--- src/rtl/alu_mc.sv ---
// alu_mc: multi-cycle ALU with valid/ready handshake and a held result register.
// Define ALU_MC_DIV_EN to build the iterative divider for ops 16-19.
module alu_mc #(
   parameter int WIDTH      = 32,
   parameter int MUL_STAGES = 2
) (
   input  logic             clk,
   input  logic             rst,
   input  logic             in_valid,
   output logic             in_ready,
   input  logic [4:0]       op,
   input  logic [WIDTH-1:0] A,
   input  logic [WIDTH-1:0] B,
   output logic             out_valid,
   input  logic             out_ready,
   output logic [WIDTH-1:0] R,
   output logic             zero
);
   localparam int SHW = $clog2(WIDTH);
   localparam int CW  = $clog2(WIDTH + MUL_STAGES + 2);
   localparam logic [CW-1:0] MUL_LAST = CW'(MUL_STAGES - 1);

   typedef enum logic [4:0] {
      OP_AND    = 5'd0,  OP_OR   = 5'd1,  OP_XOR    = 5'd2,  OP_ADD   = 5'd3,
      OP_SUB    = 5'd4,  OP_MUL  = 5'd5,  OP_MULH   = 5'd6,  OP_MULHU = 5'd7,
      OP_MULHSU = 5'd8,  OP_SLL  = 5'd9,  OP_SRL    = 5'd10, OP_SRA   = 5'd11,
      OP_SLT    = 5'd12, OP_SLTU = 5'd13, OP_DIV    = 5'd16, OP_DIVU  = 5'd17,
      OP_REM    = 5'd18, OP_REMU = 5'd19
   } op_e;

   typedef enum logic [2:0] {IDLE, EXEC, MUL, DIV, DONE} state_e;

   state_e             state;
   logic [4:0]         op_r;
   logic [WIDTH-1:0]   a_r, b_r;
   logic [CW-1:0]      cnt;
   logic [SHW-1:0]     shamt;
   logic [WIDTH-1:0]   alu_res, mul_res;
   logic [2*WIDTH-1:0] mul_a, mul_b, prod;
   logic               is_mul;

   assign is_mul = (op >= OP_MUL) && (op <= OP_MULHSU);

   always_comb begin
      shamt   = b_r[SHW-1:0];
      alu_res = '0;
      case (op_r)
         OP_AND:  alu_res = a_r & b_r;
         OP_OR:   alu_res = a_r | b_r;
         OP_XOR:  alu_res = a_r ^ b_r;
         OP_ADD:  alu_res = a_r + b_r;
         OP_SUB:  alu_res = a_r - b_r;
         OP_SLL:  alu_res = a_r << shamt;
         OP_SRL:  alu_res = a_r >> shamt;
         OP_SRA:  alu_res = $signed(a_r) >>> shamt;
         OP_SLT:  alu_res[0] = $signed(a_r) < $signed(b_r);
         OP_SLTU: alu_res[0] = a_r < b_r;
         default: alu_res = '0;
      endcase
   end

   // One 2W x 2W multiplier; operand extension selects the signedness of each side.
   always_comb begin
      mul_a   = {{WIDTH{((op_r == OP_MULH) || (op_r == OP_MULHSU)) & a_r[WIDTH-1]}}, a_r};
      mul_b   = {{WIDTH{(op_r == OP_MULH) & b_r[WIDTH-1]}}, b_r};
      prod    = mul_a * mul_b;
      mul_res = (op_r == OP_MUL) ? prod[WIDTH-1:0] : prod[2*WIDTH-1:WIDTH];
   end

`ifdef ALU_MC_DIV_EN
   localparam logic [CW-1:0] DIV_LAST = CW'(WIDTH + 1);

   logic             is_div;
   logic [WIDTH-1:0] quo_r, rem_r, dvs_r, quo_fix, rem_fix, div_res;
   logic [WIDTH:0]   shifted, trial;
   logic             div_signed, a_neg, b_neg;

   assign is_div = (op >= OP_DIV) && (op <= OP_REMU);

   always_comb begin
      div_signed = (op_r == OP_DIV) || (op_r == OP_REM);
      a_neg      = div_signed & a_r[WIDTH-1];
      b_neg      = div_signed & b_r[WIDTH-1];
      shifted    = {rem_r, quo_r[WIDTH-1]};
      trial      = shifted - {1'b0, dvs_r};
      quo_fix    = (a_neg ^ b_neg) ? -quo_r : quo_r;
      rem_fix    = a_neg ? -rem_r : rem_r;
      // Divide by zero leaves quotient magnitude all-ones and remainder = |A|;
      // only the signed quotient needs overriding.
      if ((op_r == OP_DIV) || (op_r == OP_DIVU))
         div_res = (b_r == '0) ? '1 : quo_fix;
      else
         div_res = rem_fix;
   end
`endif

   always_ff @(posedge clk or posedge rst) begin
      if (rst) begin
         state     <= IDLE;
         in_ready  <= 1'b1;
         out_valid <= 1'b0;
         R         <= '0;
         zero      <= 1'b1;
         op_r      <= '0;
         a_r       <= '0;
         b_r       <= '0;
         cnt       <= '0;
`ifdef ALU_MC_DIV_EN
         quo_r     <= '0;
         rem_r     <= '0;
         dvs_r     <= '0;
`endif
      end else begin
         case (state)
            IDLE: begin
               if (in_valid) begin
                  op_r     <= op;
                  a_r      <= A;
                  b_r      <= B;
                  cnt      <= '0;
                  in_ready <= 1'b0;
                  if (is_mul)
                     state <= MUL;
`ifdef ALU_MC_DIV_EN
                  else if (is_div)
                     state <= DIV;
`endif
                  else
                     state <= EXEC;
               end
            end
            EXEC: begin
               R         <= alu_res;
               zero      <= (alu_res == '0);
               out_valid <= 1'b1;
               state     <= DONE;
            end
            MUL: begin
               if (cnt == MUL_LAST) begin
                  R         <= mul_res;
                  zero      <= (mul_res == '0);
                  out_valid <= 1'b1;
                  state     <= DONE;
               end else begin
                  cnt <= cnt + CW'(1);
               end
            end
`ifdef ALU_MC_DIV_EN
            // cnt 0: load magnitudes; 1..WIDTH: restoring steps; WIDTH+1: sign fixup.
            DIV: begin
               cnt <= cnt + CW'(1);
               if (cnt == '0) begin
                  quo_r <= a_neg ? -a_r : a_r;
                  dvs_r <= b_neg ? -b_r : b_r;
                  rem_r <= '0;
               end else if (cnt == DIV_LAST) begin
                  R         <= div_res;
                  zero      <= (div_res == '0);
                  out_valid <= 1'b1;
                  state     <= DONE;
               end else begin
                  rem_r <= trial[WIDTH] ? shifted[WIDTH-1:0] : trial[WIDTH-1:0];
                  quo_r <= {quo_r[WIDTH-2:0], ~trial[WIDTH]};
               end
            end
`endif
            DONE: begin
               if (out_ready) begin
                  out_valid <= 1'b0;
                  in_ready  <= 1'b1;
                  state     <= IDLE;
               end
            end
            default: state <= IDLE;
         endcase
      end
   end

endmodule

--- config.mk ---
export PLATFORM = sky130hd
export DESIGN_NAME = alu_mc
export DESIGN_NICKNAME = d
export VERILOG_FILES = /design/src/rtl/alu_mc.sv
export SDC_FILE = /design/constraint.sdc
export NUM_CORES = 2
export LEC_CHECK = 0
export CELL_PAD_IN_SITES_DETAIL_PLACEMENT = 0
export CELL_PAD_IN_SITES_GLOBAL_PLACEMENT = 1
export CORE_MARGIN = 4
export CORE_UTILIZATION = 44
export CTS_BUF_LIST = sky130_fd_sc_hd__clkbuf_4 sky130_fd_sc_hd__clkbuf_8
export DETAILED_ROUTE_END_ITERATION = 16
export PLACE_DENSITY_LB_ADDON = 0.1
export SYNTH_ARGS = -nofsm -noshare
export SYNTH_HDL_FRONTEND = slang
export SYNTH_SLANG_ARGS = --single-unit
--- constraint.sdc ---
create_clock -name clk -period 10.1 [get_ports clk]
set_input_delay 2.02 -clock clk [delete_from_list [all_inputs] [get_ports clk]]
set_output_delay 2.02 -clock clk [all_outputs]
set_load 0.005 [all_outputs]
* Word-level counts from Yosys, hierarchy flattened *
Index checks and enable logic that the tools add are counted.

storage, ports and cells
  input bits = 73
  register bits = 113

operators by class
  shift-type cells = 3
  multiply operators = 1
  bitwise gates (word level) = 5
  equality and inequality tests = 20
  muxes and demuxes = 21
  reductions and logical operators = 16
  $add $sub $neg = 3
  magnitude comparators = 4

operators with widths
  kind                  number
  $pmux W31 S8          1
  $logic_not A32 Y1     2
  $lt A32 B32 Y1        2
  $mul A33 B33 Y64      1
  $mux W32              2
  $pmux W32 S2          1
  $add A32 B32 Y32      1
  $and A32 B32 Y32      1
  $or A32 B32 Y32       1
  $shl A32 B5 Y32       1
  $shr A32 B5 Y32       1
  $sshr A32 B5 Y32      1
  $sub A32 B32 Y32      1
  $xor A32 B32 Y32      1
  $eq A5 B4 Y1 const B  6
  $eq A5 B3 Y1 const B  3
  $mux W6               2
  $pmux W3 S4           1
  $pmux W6 S2           1
  $reduce_and A3 Y1     4
  $eq A5 B2 Y1 const B  2
  $pmux W1 S10          1
  $mux W3               3
  $ne A2 B2 Y1 const B  4
  other kinds (20)      29

* Longest topological paths before layout *
  word-level depth = 8
  gate-level depth with buffers = 38
  mapped depth without buffers = 34

* Least setup slack after synthesis *
OpenSTA, ideal clock, no wires.

  path kind = register -> register
  start point = reg b_r[2]
  end point = reg zero
  slack = 0.159 ns
  arrival time = 9.877 ns
  data required time = 10.036 ns
  setup time = 0.064 ns
  stages on the path, launching flop included = 39
  path through = dfrtp_1 buf_2 inv_1 clkbuf_1 clkbuf_1 buf_1 buf_1 clkbuf_1 buf_1 nor2_1 fa_1 inv_1 fa_1 inv_1 fa_1 fa_1 inv_1 fa_1 [... 3 more ...] fa_1 inv_1 fa_1 ha_1 clkbuf_1 nand2_1 o2111a_1 o21ba_2 or4_1 a31oi_1 nor3_1 a31oi_1 xnor2_1 a21oi_1 or4_1 nor4_1 nand4b_1 nand3_1

on the way
  word-level cells in the longest chain between the ends = 5
  elaborated cells between the ends (all ways) = 18

RTL lines
  element                   line  source
  start: declaration        35    logic [WIDTH-1:0] a_r, b_r;
  start signal: assignment  106   b_r <= '0;
  start signal: assignment  119   b_r <= B;
  $mul A33 B33 Y64          66    prod = mul_a * mul_b;
  $mux W32                  67    mul_res = (op_r == OP_MUL) ? prod[WIDTH-1:0] : prod[2*WIDTH-1:WIDTH];
  $logic_not A32 Y1         141   zero <= (mul_res == '0);
  $mux W1                   139   if (cnt == MUL_LAST) begin
  $pmux W1 S2 (*)           114   case (state)
  end signal: assignment    134   zero <= (alu_res == '0);
  end signal: assignment    141
  end: declaration          17    output logic zero

Every way passes the cells marked *; elsewhere a longest branch is shown, timed or not. The select of a mux whose other input is x is not followed.
A chain may end at the register's enable or synchronous reset.

* Final worst setup path *
  start point = reg b_r[18]
  end point = reg zero

Same word-level chain as after synthesis.

==> impl_metrics.tcl <==
set metrics [dict create \
    critPathRequiredTime_ns 10.62 \
    status "finished, final reports clean" \
    rows 125 \
    drt-total-wl_um 232000 \
    period_share_pct 97.3 \
    routabilityCongestion 1.02 \
    r2r_slack_ns 0.27 \
    setup_viol 0 \
    grt_pass1_vias 47100 \
    postCtsHoldBufs 0 \
    yosysWarnings 0 \
    hold-path-cell-count 2 \
    r2r-start "b_r[18]" \
    worstMarginPinSlew_ns 1.35 \
    finClkSkew_ns 0.0146 \
    ys.flop_type "dfrtp_1" \
    grt_overflow_total 0 \
    finalHoldViolations 0 \
    area_growth_pct 8.52 \
    cts_max_level 4 \
    multi_input_area_um2 42500 \
    finalMaxSlewViolations 0 \
    cts.sinks 113 \
    io_pins 108 \
    cts_root_buffer "clkbuf_8" \
    min_path_type "reg2reg" \
    die_h_um 351 \
    grt_pass1_wl_um 336000 \
    final_nets 7655 \
    nFillCells 11700 \
    drtIter0Drc 4547 \
    core_um2 116000 \
    max_freq_ghz 0.102 \
    cts_buffer_depth 2 \
    synth_area_um2 51600 \
    cp-start-kind "register" \
    fin_crit_ns 9.83 \
    vias_per_cell 5.88 \
    path_class "reg2reg" \
    num_vias 45200 \
    seq_area_frac_synth_pct 5.48 \
    ys_types 93 \
    setup_tns_ns 0 \
    arrival_ns 10.35 \
    rsz0062_at_grt "false" \
    async_reset_ff_share_pct 100 \
    relSlewSlack_pct 9.55 \
    slowest_stage "dfrtp_1" \
    clk-insertion-delay-late_ns 0.58 \
    ant_nets 0 \
    start_util_pct 44.4 \
    seq_area_um2 2840 \
    syn_inst 6102 \
    grt_max_degree 102 \
    synth_edf_count 0 \
    routedWlPerCell_um 30.2 \
    cts_tree "done" \
    drcViolationCount 0 \
    worstReg2RegEnd "zero" \
    synth_area_per_cell_um2 8.46 \
    die_x_um 351 \
    startpoint "b_r[18]" \
    detail_route.first_pass.iterations 6 \
    path_clk_slew_ns 0.09 \
    endpoint "zero" \
    synth_seq_cells 113 \
    cpMostUsedCell "fa_1" \
    antenna_found_initial 21 \
    io_buffers 107 \
    dp_hpwl_um 188000 \
    dieArea_um2 123000 \
    grt_usage_pct 38.2 \
    syn_nets 7613 \
    slowest_delay_ns 1.17 \
    reg2reg_depth 30 \
    maxCapViolCount 0 \
    endpoint_kind "register" \
    numCtsBuffers 17 \
    drive_above_1_share_pct 7.26 \
    crit_fanout 9 \
]
[Yosys cell counts, types with 58 or more instances]
master	instances	area, µm²
dfrtp_1	111	2780
a21oi_1	173	866
fa_1	1127	22600
nor2_1	520	1950
inv_1	1280	4800
o21ai_0	213	1070
ha_1	311	3890
clkbuf_1	257	965
mux2i_1	66	661
buf_1	88	330
xnor2_1	58	508
nand2_1	991	3720
[layout by cell type (no fill, tap or decap), types with 12 or more instances in the layout]
master           Yosys  routed
nand4_1             29      29
buf_12               0      18
mux2i_1             66      66
o22ai_1             12      12
mux4_2              54      54
a221oi_1            15      15
nand2b_1            20      20
nor2b_1             20      20
or3_1               17      17
nor2_1             520     519
mux2_2              19      19
o2111ai_1           12      12
xor2_1              25      25
and3_1              17      17
o21ai_0            213     210
clkinv_1            14      14
dfrtp_1            111     106
a22oi_1             16      16
fa_1              1127    1127
a21oi_1            173     171
a21o_1              51      51
nor3_1              53      53
inv_1             1280    1275
and2_1              35      34
buf_4                5     271
clkdlybuf4s50_1      0     107
clkbuf_8             0      18
o221ai_1            16      16
o21a_1              20      20
nand3_1             54      54
a2111oi_0           15      15
o31ai_1             26      26
xnor2_1             58      58
a31oi_1             28      28
nor4_1              19      18
a211oi_1            40      40
o211ai_1            44      44
nand2_1            991     991
ha_1               311     311
[state kept, by name, summed over array words and instances, names as in the netlist]
register	cells
in_ready	1
cnt	6
b_r	32
state	3
out_valid	1
a_r	32
op_r	5
zero	1
R	32
[cells by family (layout without fill, tap and decap cells)]
group	count (synthesis)	after routing	share of synthesized area (%)
mux	147	147	4.29
xor+xnor	83	83	1.41
compound gates	822	822	10.5
flops	113	113	5.48
buf+inv	1670	1725	12.3
fa+ha+maj	1438	1438	51.2
other cells	0	8	0
simple gates	1829	1829	14.8
[worst min-delay path by stage]
stage,from,to,slack (ns)
global placement,R[9],R[9],0.45
global route,R[13],R[13],0.50
detailed placement,R[15],R[15],0.46
finish,R[9],R[9],0.48
CTS,R[15],R[15],0.48
floorplan,R[13],R[13],0.46
[stage by stage]
stage / setup slack (ns) / util (%) / instance area [µm²] / hold WS (ns) / instances
4_1_cts: 0.0291 / 48.1 / 56000 / 0.479 / 7680
3_3_place_gp: 0.0170 / 47.8 / 55600 / 0.450 / 7648
6_report: 0.270 / 48.2 / 56000 / 0.483 / 7689
5_1_grt: 0.00583 / 48.1 / 56000 / 0.504 / 7682
2_1_floorplan: 0.159 / - / 51600 / 0.463 / 6102
3_5_place_dp: 0.0188 / 47.8 / 55600 / 0.458 / 7648
[layer usage]
metal	part of all wire, %	wire length [µm]	track usage [%]	up-vias
met2	45	105000	60.1	2251
li1	-	-	-	18900
met4	5.8	13400	17.6	14
met1	40	93100	51.0	23500
met5	0.038	88	0	-
met3	8.9	20600	8.02	517
[worst max-delay path: cells and delay by family (launching register included)]
kind | cells | cell delay, ns
buffers and inverters | 8 | 0.83
multiplexers | 1 | 0.32
AO/OA/AOI/OAI | 7 | 1.57
flip-flops | 1 | 1.17
adder cells (fa/ha/maj) | 10 | 4.88
AND/OR/NAND/NOR | 4 | 0.94
[cell type report]
class	instances	area share, %
Multi-Input combinational cell	4319	75.9
Inverter	1296	8.69
Timing Repair Buffer	397	6.21
Sequential cell	113	5.08
Tap cell	1524	3.40
Clock buffer	20	0.469
Clock inverter	12	0.239
Antenna cell	8	0.0357
[repair_timing]
action | in CTS | in global routing
pin swaps | 0 | 1
setup endpoints to repair | 1 | 5
cloned | 0 | 0
setup buffers | 0 | 1
gates resized for setup | 1 | 10
Power is left out: the tool's default activity adds up to more than one toggle a clock period on the data nets, which glitch-free logic cannot reach.
